`src/rtl/toy_mem_dma.sv`:
```
// toy_mem_dma: block-copy initiator on a single SRAM-style memory port.
// Copies len words from src_addr to dst_addr, one read plus one write per word.
// The read has 1-cycle latency, so the write data comes straight from mem_rd_data.
// Optional build macro TOY_DMA_FILL_EN adds a fill mode. In fill mode a latched
// pattern is written to consecutive destination words at one word per cycle.
module toy_mem_dma #(
    parameter int unsigned ADDR_WIDTH = 32,
    parameter int unsigned DATA_WIDTH = 32,
    parameter int unsigned LEN_WIDTH  = 16
) (
    input  logic                    clk,
    input  logic                    rst_n,
    input  logic                    start,
    input  logic [ADDR_WIDTH-1:0]   src_addr,
    input  logic [ADDR_WIDTH-1:0]   dst_addr,
    input  logic [LEN_WIDTH-1:0]    len,
    input  logic                    abort,
`ifdef TOY_DMA_FILL_EN
    input  logic                    fill,
    input  logic [DATA_WIDTH-1:0]   fill_pattern,
`endif
    output logic                    busy,
    output logic                    done,
    output logic [LEN_WIDTH-1:0]    words_done,
    output logic                    mem_en,
    output logic [ADDR_WIDTH-1:0]   mem_addr,
    input  logic [DATA_WIDTH-1:0]   mem_rd_data,
    output logic [DATA_WIDTH-1:0]   mem_wr_data,
    output logic [DATA_WIDTH/8-1:0] mem_wr_byte_en,
    output logic                    mem_wr_en
);

    localparam int unsigned Bytes = DATA_WIDTH / 8;
    localparam logic [ADDR_WIDTH-1:0] Step      = ADDR_WIDTH'(Bytes);
    localparam logic [ADDR_WIDTH-1:0] AlignMask = ~(ADDR_WIDTH'(Bytes - 1));
    localparam logic [LEN_WIDTH-1:0]  LenOne    = LEN_WIDTH'(1);

    typedef enum logic [1:0] {StIdle, StRd, StWr, StFin} state_e;

    state_e                state_q;
    logic [ADDR_WIDTH-1:0] src_q;
    logic [ADDR_WIDTH-1:0] dst_q;
    logic [LEN_WIDTH-1:0]  rem_q;
    logic [LEN_WIDTH-1:0]  words_done_q;
    // Abort seen during RD; the pending write still happens, then the transfer ends.
    logic                  abort_q;
    logic                  start_fill;
    logic                  fill_mode;
    logic [DATA_WIDTH-1:0] wr_data_sel;

`ifdef TOY_DMA_FILL_EN
    logic                  fill_q;
    logic [DATA_WIDTH-1:0] pattern_q;

    assign start_fill  = fill;
    assign fill_mode   = fill_q;
    assign wr_data_sel = fill_q ? pattern_q : mem_rd_data;
`else
    assign start_fill  = 1'b0;
    assign fill_mode   = 1'b0;
    assign wr_data_sel = mem_rd_data;
`endif

    // Transfer FSM: pointer, counter and state registers.
    always_ff @(posedge clk or negedge rst_n) begin
        if (!rst_n) begin
            state_q      <= StIdle;
            src_q        <= '0;
            dst_q        <= '0;
            rem_q        <= '0;
            words_done_q <= '0;
            abort_q      <= 1'b0;
`ifdef TOY_DMA_FILL_EN
            fill_q       <= 1'b0;
            pattern_q    <= '0;
`endif
        end else begin
            unique case (state_q)
                StIdle: begin
                    if (start) begin
                        src_q        <= src_addr & AlignMask;
                        dst_q        <= dst_addr & AlignMask;
                        rem_q        <= len;
                        words_done_q <= '0;
                        abort_q      <= 1'b0;
`ifdef TOY_DMA_FILL_EN
                        fill_q       <= fill;
                        pattern_q    <= fill_pattern;
`endif
                        if (len == '0) begin
                            state_q <= StFin;
                        end else if (start_fill) begin
                            state_q <= StWr;
                        end else begin
                            state_q <= StRd;
                        end
                    end
                end
                StRd: begin
                    if (abort) begin
                        abort_q <= 1'b1;
                    end
                    state_q <= StWr;
                end
                StWr: begin
                    src_q        <= src_q + Step;
                    dst_q        <= dst_q + Step;
                    rem_q        <= rem_q - LenOne;
                    words_done_q <= words_done_q + LenOne;
                    if (rem_q == LenOne || abort || abort_q) begin
                        state_q <= StFin;
                    end else if (fill_mode) begin
                        state_q <= StWr;
                    end else begin
                        state_q <= StRd;
                    end
                end
                StFin: begin
                    state_q <= StIdle;
                end
                default: begin
                    state_q <= StIdle;
                end
            endcase
        end
    end

    // Status outputs decoded from the state register.
    always_comb begin
        busy       = (state_q == StRd) || (state_q == StWr);
        done       = (state_q == StFin);
        words_done = words_done_q;
    end

    // Memory port: driven only in RD and WR, zero otherwise.
    always_comb begin
        mem_en         = 1'b0;
        mem_wr_en      = 1'b0;
        mem_addr       = '0;
        mem_wr_data    = '0;
        mem_wr_byte_en = '0;
        unique case (state_q)
            StRd: begin
                mem_en   = 1'b1;
                mem_addr = src_q;
            end
            StWr: begin
                mem_en         = 1'b1;
                mem_wr_en      = 1'b1;
                mem_addr       = dst_q;
                mem_wr_data    = wr_data_sel;
                mem_wr_byte_en = '1;
            end
            default: begin
            end
        endcase
    end

endmodule

```
`config.mk`:
```
export PLATFORM = sky130hd
export DESIGN_NAME = toy_mem_dma
export DESIGN_NICKNAME = d
export VERILOG_FILES = /design/src/rtl/toy_mem_dma.sv
export SDC_FILE = /design/constraint.sdc
export NUM_CORES = 1
export LEC_CHECK = 0
export CAP_MARGIN = 10
export CORE_MARGIN = 2
export CORE_UTILIZATION = 44
export DETAILED_ROUTE_END_ITERATION = 8
export PLACE_DENSITY = 0.78
export SYNTH_ARGS = -nofsm -noshare
export SYNTH_HDL_FRONTEND = slang
export SYNTH_SLANG_ARGS = --single-unit
```
`constraint.sdc`:
```
create_clock -name clk -period 2.2 [get_ports clk]
set_input_delay 0.44 -clock clk [delete_from_list [all_inputs] [get_ports clk]]
set_output_delay 0.44 -clock clk [all_outputs]
set_load 0.02 [all_outputs]
```
# Word level (Yosys, flattened, before mapping)

Cells that the tools add are included.

$add $sub $neg: 4
Equality and inequality tests: 6
Multiplexer cells: 20
Reduce and logical (&&, ||, !) cells: 10

Operators with widths:

| operator                                                               | number |
|---|---|
| 32-bit one-hot mux with 2 select lines                                 | 3 |
| 32-bit 2-to-1 mux                                                      | 3 |
| 32-bit by 3-bit adder with 32-bit output, second input constant        | 2 |
| 16-bit one-hot mux with 2 select lines                                 | 2 |
| 16-bit 2-to-1 mux                                                      | 2 |
| 16-bit by 1-bit adder with 16-bit output, second input constant        | 1 |
| 16-bit by 1-bit equality test with 1-bit output, second input constant | 1 |
| 16-bit logical NOT                                                     | 1 |
| 16-bit by 1-bit subtractor with 16-bit output, second input constant   | 1 |
| 2-bit one-hot mux with 4 select lines                                  | 1 |
| 2-bit 2-to-1 mux                                                       | 3 |
| 2-bit equality test, second input constant                             | 2 |
| 1-bit 2-to-1 mux                                                       | 4 |
| 4-bit 2-to-1 mux                                                       | 1 |
| 2-bit != test, second input constant                                   | 2 |
| 2-bit nonzero test                                                     | 2 |
| 1-bit logical OR                                                       | 3 |
| 3-bit AND reduction                                                    | 1 |
| 2-bit by 1-bit equality test with 1-bit output, second input constant  | 1 |
| 2-bit logical NOT                                                      | 1 |
| 1-bit one-hot mux with 2 select lines                                  | 1 |
| 2-bit AND reduction                                                    | 1 |
| 2-bit OR reduction                                                     | 1 |

Register bits: 99
Bits of input ports: 116
Output and inout bits: 88

# Depth between registers and ports, before layout

Gate-level depths: netlist of the first run.

Depth after elaboration: 5
Depth in mapped cells: 8

# Worst setup path after synthesis of the first run

No wires, ideal clock.

Path kind: register to output
From: register state_q[0]
To: output port mem_addr[25]
Data arrival time: 2.225 ns
Required time: 1.760 ns
Setup slack: -0.465 ns
Cell stages (with the launch flop): 8
Path through: dfrtp_1 inv_1 ha_1 buf_2 buf_2 buf_1 nand2_1 a21boi_0

Longest elaborated chain between the ends: 2
Elaborated cells between the ends (all ways): 3
Classes of those cells: eq/ne (2); mux (1)

RTL lines:

| element                                                                               | line | source |
|---|---|---|
| start: declaration                                                                    | 40   | `state_e state_q;` |
| start signal: assignment                                                              | 67   | `state_q <= StIdle;` |
| start signal: assignment                                                              | 91   | `state_q <= StFin;` |
| start signal: assignment                                                              | 93   | `state_q <= StWr;` |
| 2-bit equality test or 2-bit by 1-bit equality test with 1-bit output (tied branches) | 142  | `unique case (state_q)` |
| 32-bit one-hot mux with 2 select lines (*)                                            | 142  |  |
| end: declaration                                                                      | 26   | `output logic [ADDR_WIDTH-1:0] mem_addr,` |

Every way passes the cells marked *; elsewhere a longest branch is shown, timed or not.

# Worst setup path in the final report of the first run

From: register state_q[1]
To: output port mem_addr[14]

Same word-level chain as after synthesis.

==> impl_metrics.ini, run 1 <==
[layout]
final_cell_mix = 127 x clkdlybuf4s50_1, 95 x dfrtp_1, 69 x nand2_1
finalInstanceArea_um2 = 9670
num_antenna_cells = 0
final_util_pct = 63.4
syn_to_final_growth_pct = 40.0
nFillCells = 1314
layout_commonest_cell = clkdlybuf4s50_1
fin_nets = 1196
drive_above_1_share_pct = 18.2

[logic_synthesis]
synth_seq_cells = 95
synth-compound-area-share_pct = 23.8
ys.flop_type = dfrtp_1
syn_inst = 869
avgSynthCellArea_um2 = 7.95
synthArstFlopShare_pct = 100
yosys_warnings = 0
seq_area_frac_synth_pct = 34.4
yosysUniqueCellTypes = 61
syn_area_um2 = 6910
synth_fa_ha_area_share_pct = 1.63
synthSimpleGateAreaFrac_pct = 27.4
synth-xor-area-share_pct = 1.39
synth_edf_count = 0
synthMuxAreaShare_pct = 4.51
synth_top_family_by_area = simple AND/OR/NAND/NOR gates

[critical_path]
critPathArrivalTime_ps = 1750
worstRegToRegCells = 11
r2r_slack_ps = 80
start_kind = flip-flop
worstSetupEndpoint = mem_addr[14]
r2r_end = dst_q[16]
cp_data_required_time_ps = 1760
startpoint = state_q[1]
cp_max_fo = 13
crit_type = flip-flop to primary output
critPathCaptureType = primary output
r2r-start = state_q[0]

[cts]
cts_buffer_depth = 2
cts_buffers = 9
htreeDepth = 3
cts_num_sinks = 95
cts_tree = built
insertion_delay_ps = 350
clk_pin_slew_worst_paths_ps = 70
root_buffer = clkbuf_16

[route]
initialDrtViolationCount = 590
num_vias = 7573
drc_errors = 0
routed_via_density = 5.88
first_pass_iters = 5
wl_per_cell_um = 18.0
ant_nets = 0
routed_wl_um = 23200

[global_routing]
met2_usage_pct = 46.3
grt_pass1_wl_um = 36200
grtUsageMet1_pct = 36.3
grt_overflow = 0
grt_pass1_vias = 6920
grt_max_degree = 43
busiest_layer = met2
grt_usage_pct = 27.4
antenna_found_initial = 0
met3_usage_pct = 4.05

[sta]
slew_viol_final = 0
hold_viol = 0
worst_pin_slew_ps = 611
fmax_mhz = 457
fin_skew_ps = 8.38
setup_ws_ps = 13.2
whs_ps = 90.8
timing.slew.headroom_pct = 59.2
tns_ps = 0
rsz0062_at_grt = yes
min_period_ps = 2190
finalCritPeriodShare_pct = 99.4
finalSetupViolations = 0

[place]
port_buffers = 197
dpl.hpwl_um = 16800
routabilityCongestion = 0.924
dp_slack_ps = -94.7
placed_cell_area_um2 = 9460

[die]
die_h_um = 129
dieArea_um2 = 16700
fp.dieW_um = 129
start_util_pct = 45.3
core_area_um2 = 15300
rows = 45
num_io_pins = 204

[pwr]
leakage_nw = 4.12
ir_worst_vdd_mv = 0.704
power.density_nw_per_um2 = 1310

[status]
status = completed

[worst_hold_path]
hp-class = input port to async pin

[job]
drv_cap = 0
Yosys cell counts (all sizes together) (29+ instances only):
master	n	area share, %
and2	34	3.1
buf	34	2.6
o21ai	54	3.9
o22ai	43	3.9
a22oi	33	3.6
mux2i	30	4.3
nor2	54	2.9
dfrtp	95	34
nand3	60	4.4
a21oi	66	4.8
inv	34	1.8
clkbuf	44	2.4
nor2b	29	2.6
nand2	73	4.1
routing by layer:
layer | vias to the layer above | routed length, µm
met1 | 3561 | 9490
li1 | 3585 | -
met4 | 0 | 463
met3 | 39 | 1970
met2 | 388 | 11300
met5 | - | 0
repair_timing:
action	in CTS	in global routing
pin swaps	2	5
endpoints found under the setup margin	81	60
cloned	0	1
buffers inserted	0	7
hold buffers	0	0
gates resized for setup	246	65
report_power, final:
group          internal (mW)  switching, mW  total, mW
clock                  0.831          0.692       1.52
sequential              2.50           1.34       3.84
combinational           3.26           4.03       7.29
total                   6.59           6.07       12.7
logic make-up (layout without fill, tap and decap cells):
family / Yosys count / in the layout
xor+xnor: 11 / 11
flops: 95 / 95
mux: 31 / 31
other cells: 1 / 2
compound gates: 262 / 262
fa+ha+maj: 9 / 9
simple gates: 348 / 348
buf+inv: 112 / 318
worst min path at each step:
stage	startpoint	endpoint	slack (ps)	cells after the start
2_1_floorplan	rst_n	abort_q	140	0
3_3_place_gp	rst_n	src_q[17]	480	1
3_5_place_dp	rst_n	src_q[17]	490	1
4_1_cts	rst_n	src_q[17]	110	1
5_1_grt	rst_n	src_q[17]	130	1
6_report	rst_n	src_q[15]	90	1
per-stage QoR:
step                cells  total power [mW]
floorplan             870              7.95
global placement     1264              10.8
detailed placement   1264              11.0
CTS                  1280              12.2
global route         1287              13.5
finish               1287              12.7
cell type report:
cell class	instances	area, µm²	share of cell area [%]
Clock inverter	2	15.0	0.155
Multi-Input combinational cell	663	4240	43.9
Sequential cell	95	2380	24.6
Timing Repair Buffer	268	2380	24.6
Clock buffer	14	264	2.73
Inverter	34	128	1.32
Tap cell	211	264	2.73
worst max-delay path, stage by stage (launching register included):
cell	delay, ps
dfrtp_1	400
buf_6	130
ha_4	190
buf_12	150
buf_4	140
a22oi_2	170
nor2b_1	60
buf_2	160
sequential cells by signal, indices dropped and copies added, names as in the netlist:
signal / cells
abort_q: 1
dst_q: 30
rem_q: 16
src_q: 30
state_q: 2
words_done: 16
(Power assumes the default switching activity.)
==> run 2, diff against run 1 <==
--- a/config.mk
+++ b/config.mk
@@ -9,7 +9,9 @@
 export CORE_MARGIN = 2
 export CORE_UTILIZATION = 44
 export DETAILED_ROUTE_END_ITERATION = 8
+export MAX_ROUTING_LAYER = met4
 export PLACE_DENSITY = 0.78
+export SKIP_LAST_GASP = 1
 export SYNTH_ARGS = -nofsm -noshare
 export SYNTH_HDL_FRONTEND = slang
 export SYNTH_SLANG_ARGS = --single-unit
==> run 2 against run 1 <==
Compared with the run above: the flow now finishes with violations (setup timing); critical path depth is 1 lower; non-clock buffer count is 1 lower; total power is 1.5% higher; largest cell class unchanged; highest routed layer unchanged.
==> impl_metrics.ini, run 2 (same netlist as run 1, synthesis figures left out) <==
[global_routing]
grt_overflow = 0
grtUsageMet1_pct = 33.8
antenna_found_initial = 1
grt_max_degree = 52
met3_usage_pct = 4.58
grt_pass1_vias = 6961
busiest_layer = met2
grt_usage_pct = 28.0
met2_usage_pct = 46.3
grt_pass1_wl_um = 35500

[pwr]
switching_share_pct = 47.3
seqPwrFrac_pct = 29.9
p_total_mw = 12.8
leakage_nw = 4.08
comb_power_share_pct = 57.4
power.switching_mw = 6.08
p_int_mw = 6.77
pwr-share-clk_pct = 12.7
ir_worst_vdd_mv = 0.713
power.density_nw_per_um2 = 1320

[sta]
rsz0062_at_grt = yes
fin_skew_ps = 7.72
tns_ps = -786
whs_ps = 10.2
setup_ws_ps = -66.6
finalCritPeriodShare_pct = 103
timing.slew.headroom_pct = 64.7
worst_pin_slew_ps = 526
finalSetupViolations = 26
hold_viol = 0
fmax_mhz = 441
slew_viol_final = 0
min_period_ps = 2270

[status]
violations = setup timing
status = finished with violations

[layout]
final_util_pct = 63.8
syn_to_final_growth_pct = 40.9
layout_commonest_cell = clkdlybuf4s50_1
fin_nets = 1195
final_cell_mix = 127 x clkdlybuf4s50_1, 95 x dfrtp_1, 71 x nand2_1
nFillCells = 1316
largestRegisters = dst_q: 30 flops, src_q: 30 flops
drive_above_1_share_pct = 17.3

[critical_path]
critPathArrivalTime_ps = 1830
crit_type = flip-flop to primary output
cp_max_fo = 19
critPathCaptureType = primary output
cp_data_required_time_ps = 1760
start_kind = flip-flop

[job]
drv_cap = 0

[place]
routabilityCongestion = 0.937
dp_slack_ps = -77.3
port_buffers = 197
dpl.hpwl_um = 16800

[die]
rows = 45
start_util_pct = 45.3
fp.dieW_um = 129
die_h_um = 129
dieArea_um2 = 16700
num_io_pins = 204
core_area_um2 = 15300

[cts]
holdBufCountCts = 0
cts_buffers = 9
cts_num_sinks = 95
htreeDepth = 3
clk_pin_slew_worst_paths_ps = 70
root_buffer = clkbuf_16
cts_buffer_depth = 2
cts_tree = built
insertion_delay_ps = 360

[route]
wl_per_cell_um = 18.0
routed_wl_um = 23100
first_pass_iters = 6
num_vias = 7628
ant_nets = 0
initialDrtViolationCount = 676
drc_errors = 0
routed_via_density = 5.93

[worst_hold_path]
hp-class = input port to async pin
==> run 2: cell count changes in the layout (fill, tap and decap cells not counted), moves of 4 or more <==
cell / before / now
buf_4: 59 / 66
buf_2: 49 / 28
a22oi_1: 17 / 22
nor2b_1: 23 / 27
nor2b_2: 6 / 2
clkdlybuf4s15_2: 2 / 17
buf_6: 8 / 3
a22oi_2: 16 / 11
==> run 2: routing by layer <==
metal,vias up,part of all wire [%]
met5,-,0
met4,0,3.0
met3,48,8.7
met2,406,49
met1,3590,39
li1,3584,-
==> run 2: final cells by class <==
cell class	count	area, µm²	share of cell area [%]
Inverter	34	128	1.31
Clock buffer	11	243	2.49
Clock inverter	5	56.3	0.578
Sequential cell	95	2380	24.4
Tap cell	211	264	2.71
Timing Repair Buffer	267	2480	25.5
Antenna cell	1	2.50	0.0257
Multi-Input combinational cell	663	4190	43.0
==> run 2: critical path: stages (launching register included) <==
cell and delay, ps:
dfrtp_1 400, inv_2 110, ha_4 220, buf_12 190
a22oi_1 130, nor2b_1 240, buf_4 190
==> run 2: power by group through the flow <==
stage | clock network, mW | registers [mW] | logic [mW]
6_report | 1.63 | 3.84 | 7.37
5_1_grt | 1.74 | 3.94 | 8.03
4_1_cts | 1.66 | 3.75 | 7.02
3_5_place_dp | 0 | 3.75 | 7.27
3_3_place_gp | 0 | 3.73 | 7.12
2_1_floorplan | 0 | 3.23 | 4.72
==> run 2: final timing paths <==
check	from	cells after the start	to	slack, ps
setup / recovery	state_q[0]	6	mem_addr[28]	-70
hold / removal	rst_n	1	src_q[13]	10
setup reg to reg	state_q[0]	9	dst_q[8]	90
hold reg to reg	rem_q[1]	2	rem_q[1]	540
max in group asynchronous	rst_n	2	words_done[3]	1570
min in group clk	rem_q[1]	2	rem_q[1]	540
==> run 2: metrics by stage <==
stage | cell area [µm²] | instances
6_report | 9740 | 1287
3_3_place_gp | 9460 | 1266
5_1_grt | 9740 | 1287
4_1_cts | 9610 | 1282
2_1_floorplan | 6920 | 870
3_5_place_dp | 9460 | 1266
==> run 2: what timing repair did <==
| item | in CTS | in global routing |
|---|---|---|
| pin swaps | 1 | 4 |
| buffers inserted | 0 | 2 |
| gates cloned | 0 | 2 |
| resized for setup | 230 | 49 |
| setup endpoints to repair | 72 | 67 |
==> run 3, diff against run 2 <==
--- a/config.mk
+++ b/config.mk
@@ -5,7 +5,7 @@
 export SDC_FILE = /design/constraint.sdc
 export NUM_CORES = 1
 export LEC_CHECK = 0
-export CAP_MARGIN = 10
+export CAP_MARGIN = 20
 export CORE_MARGIN = 2
 export CORE_UTILIZATION = 44
 export DETAILED_ROUTE_END_ITERATION = 8
==> results of run 3 <==
The final DEF is identical to that of run 2; final timing and power are the same.
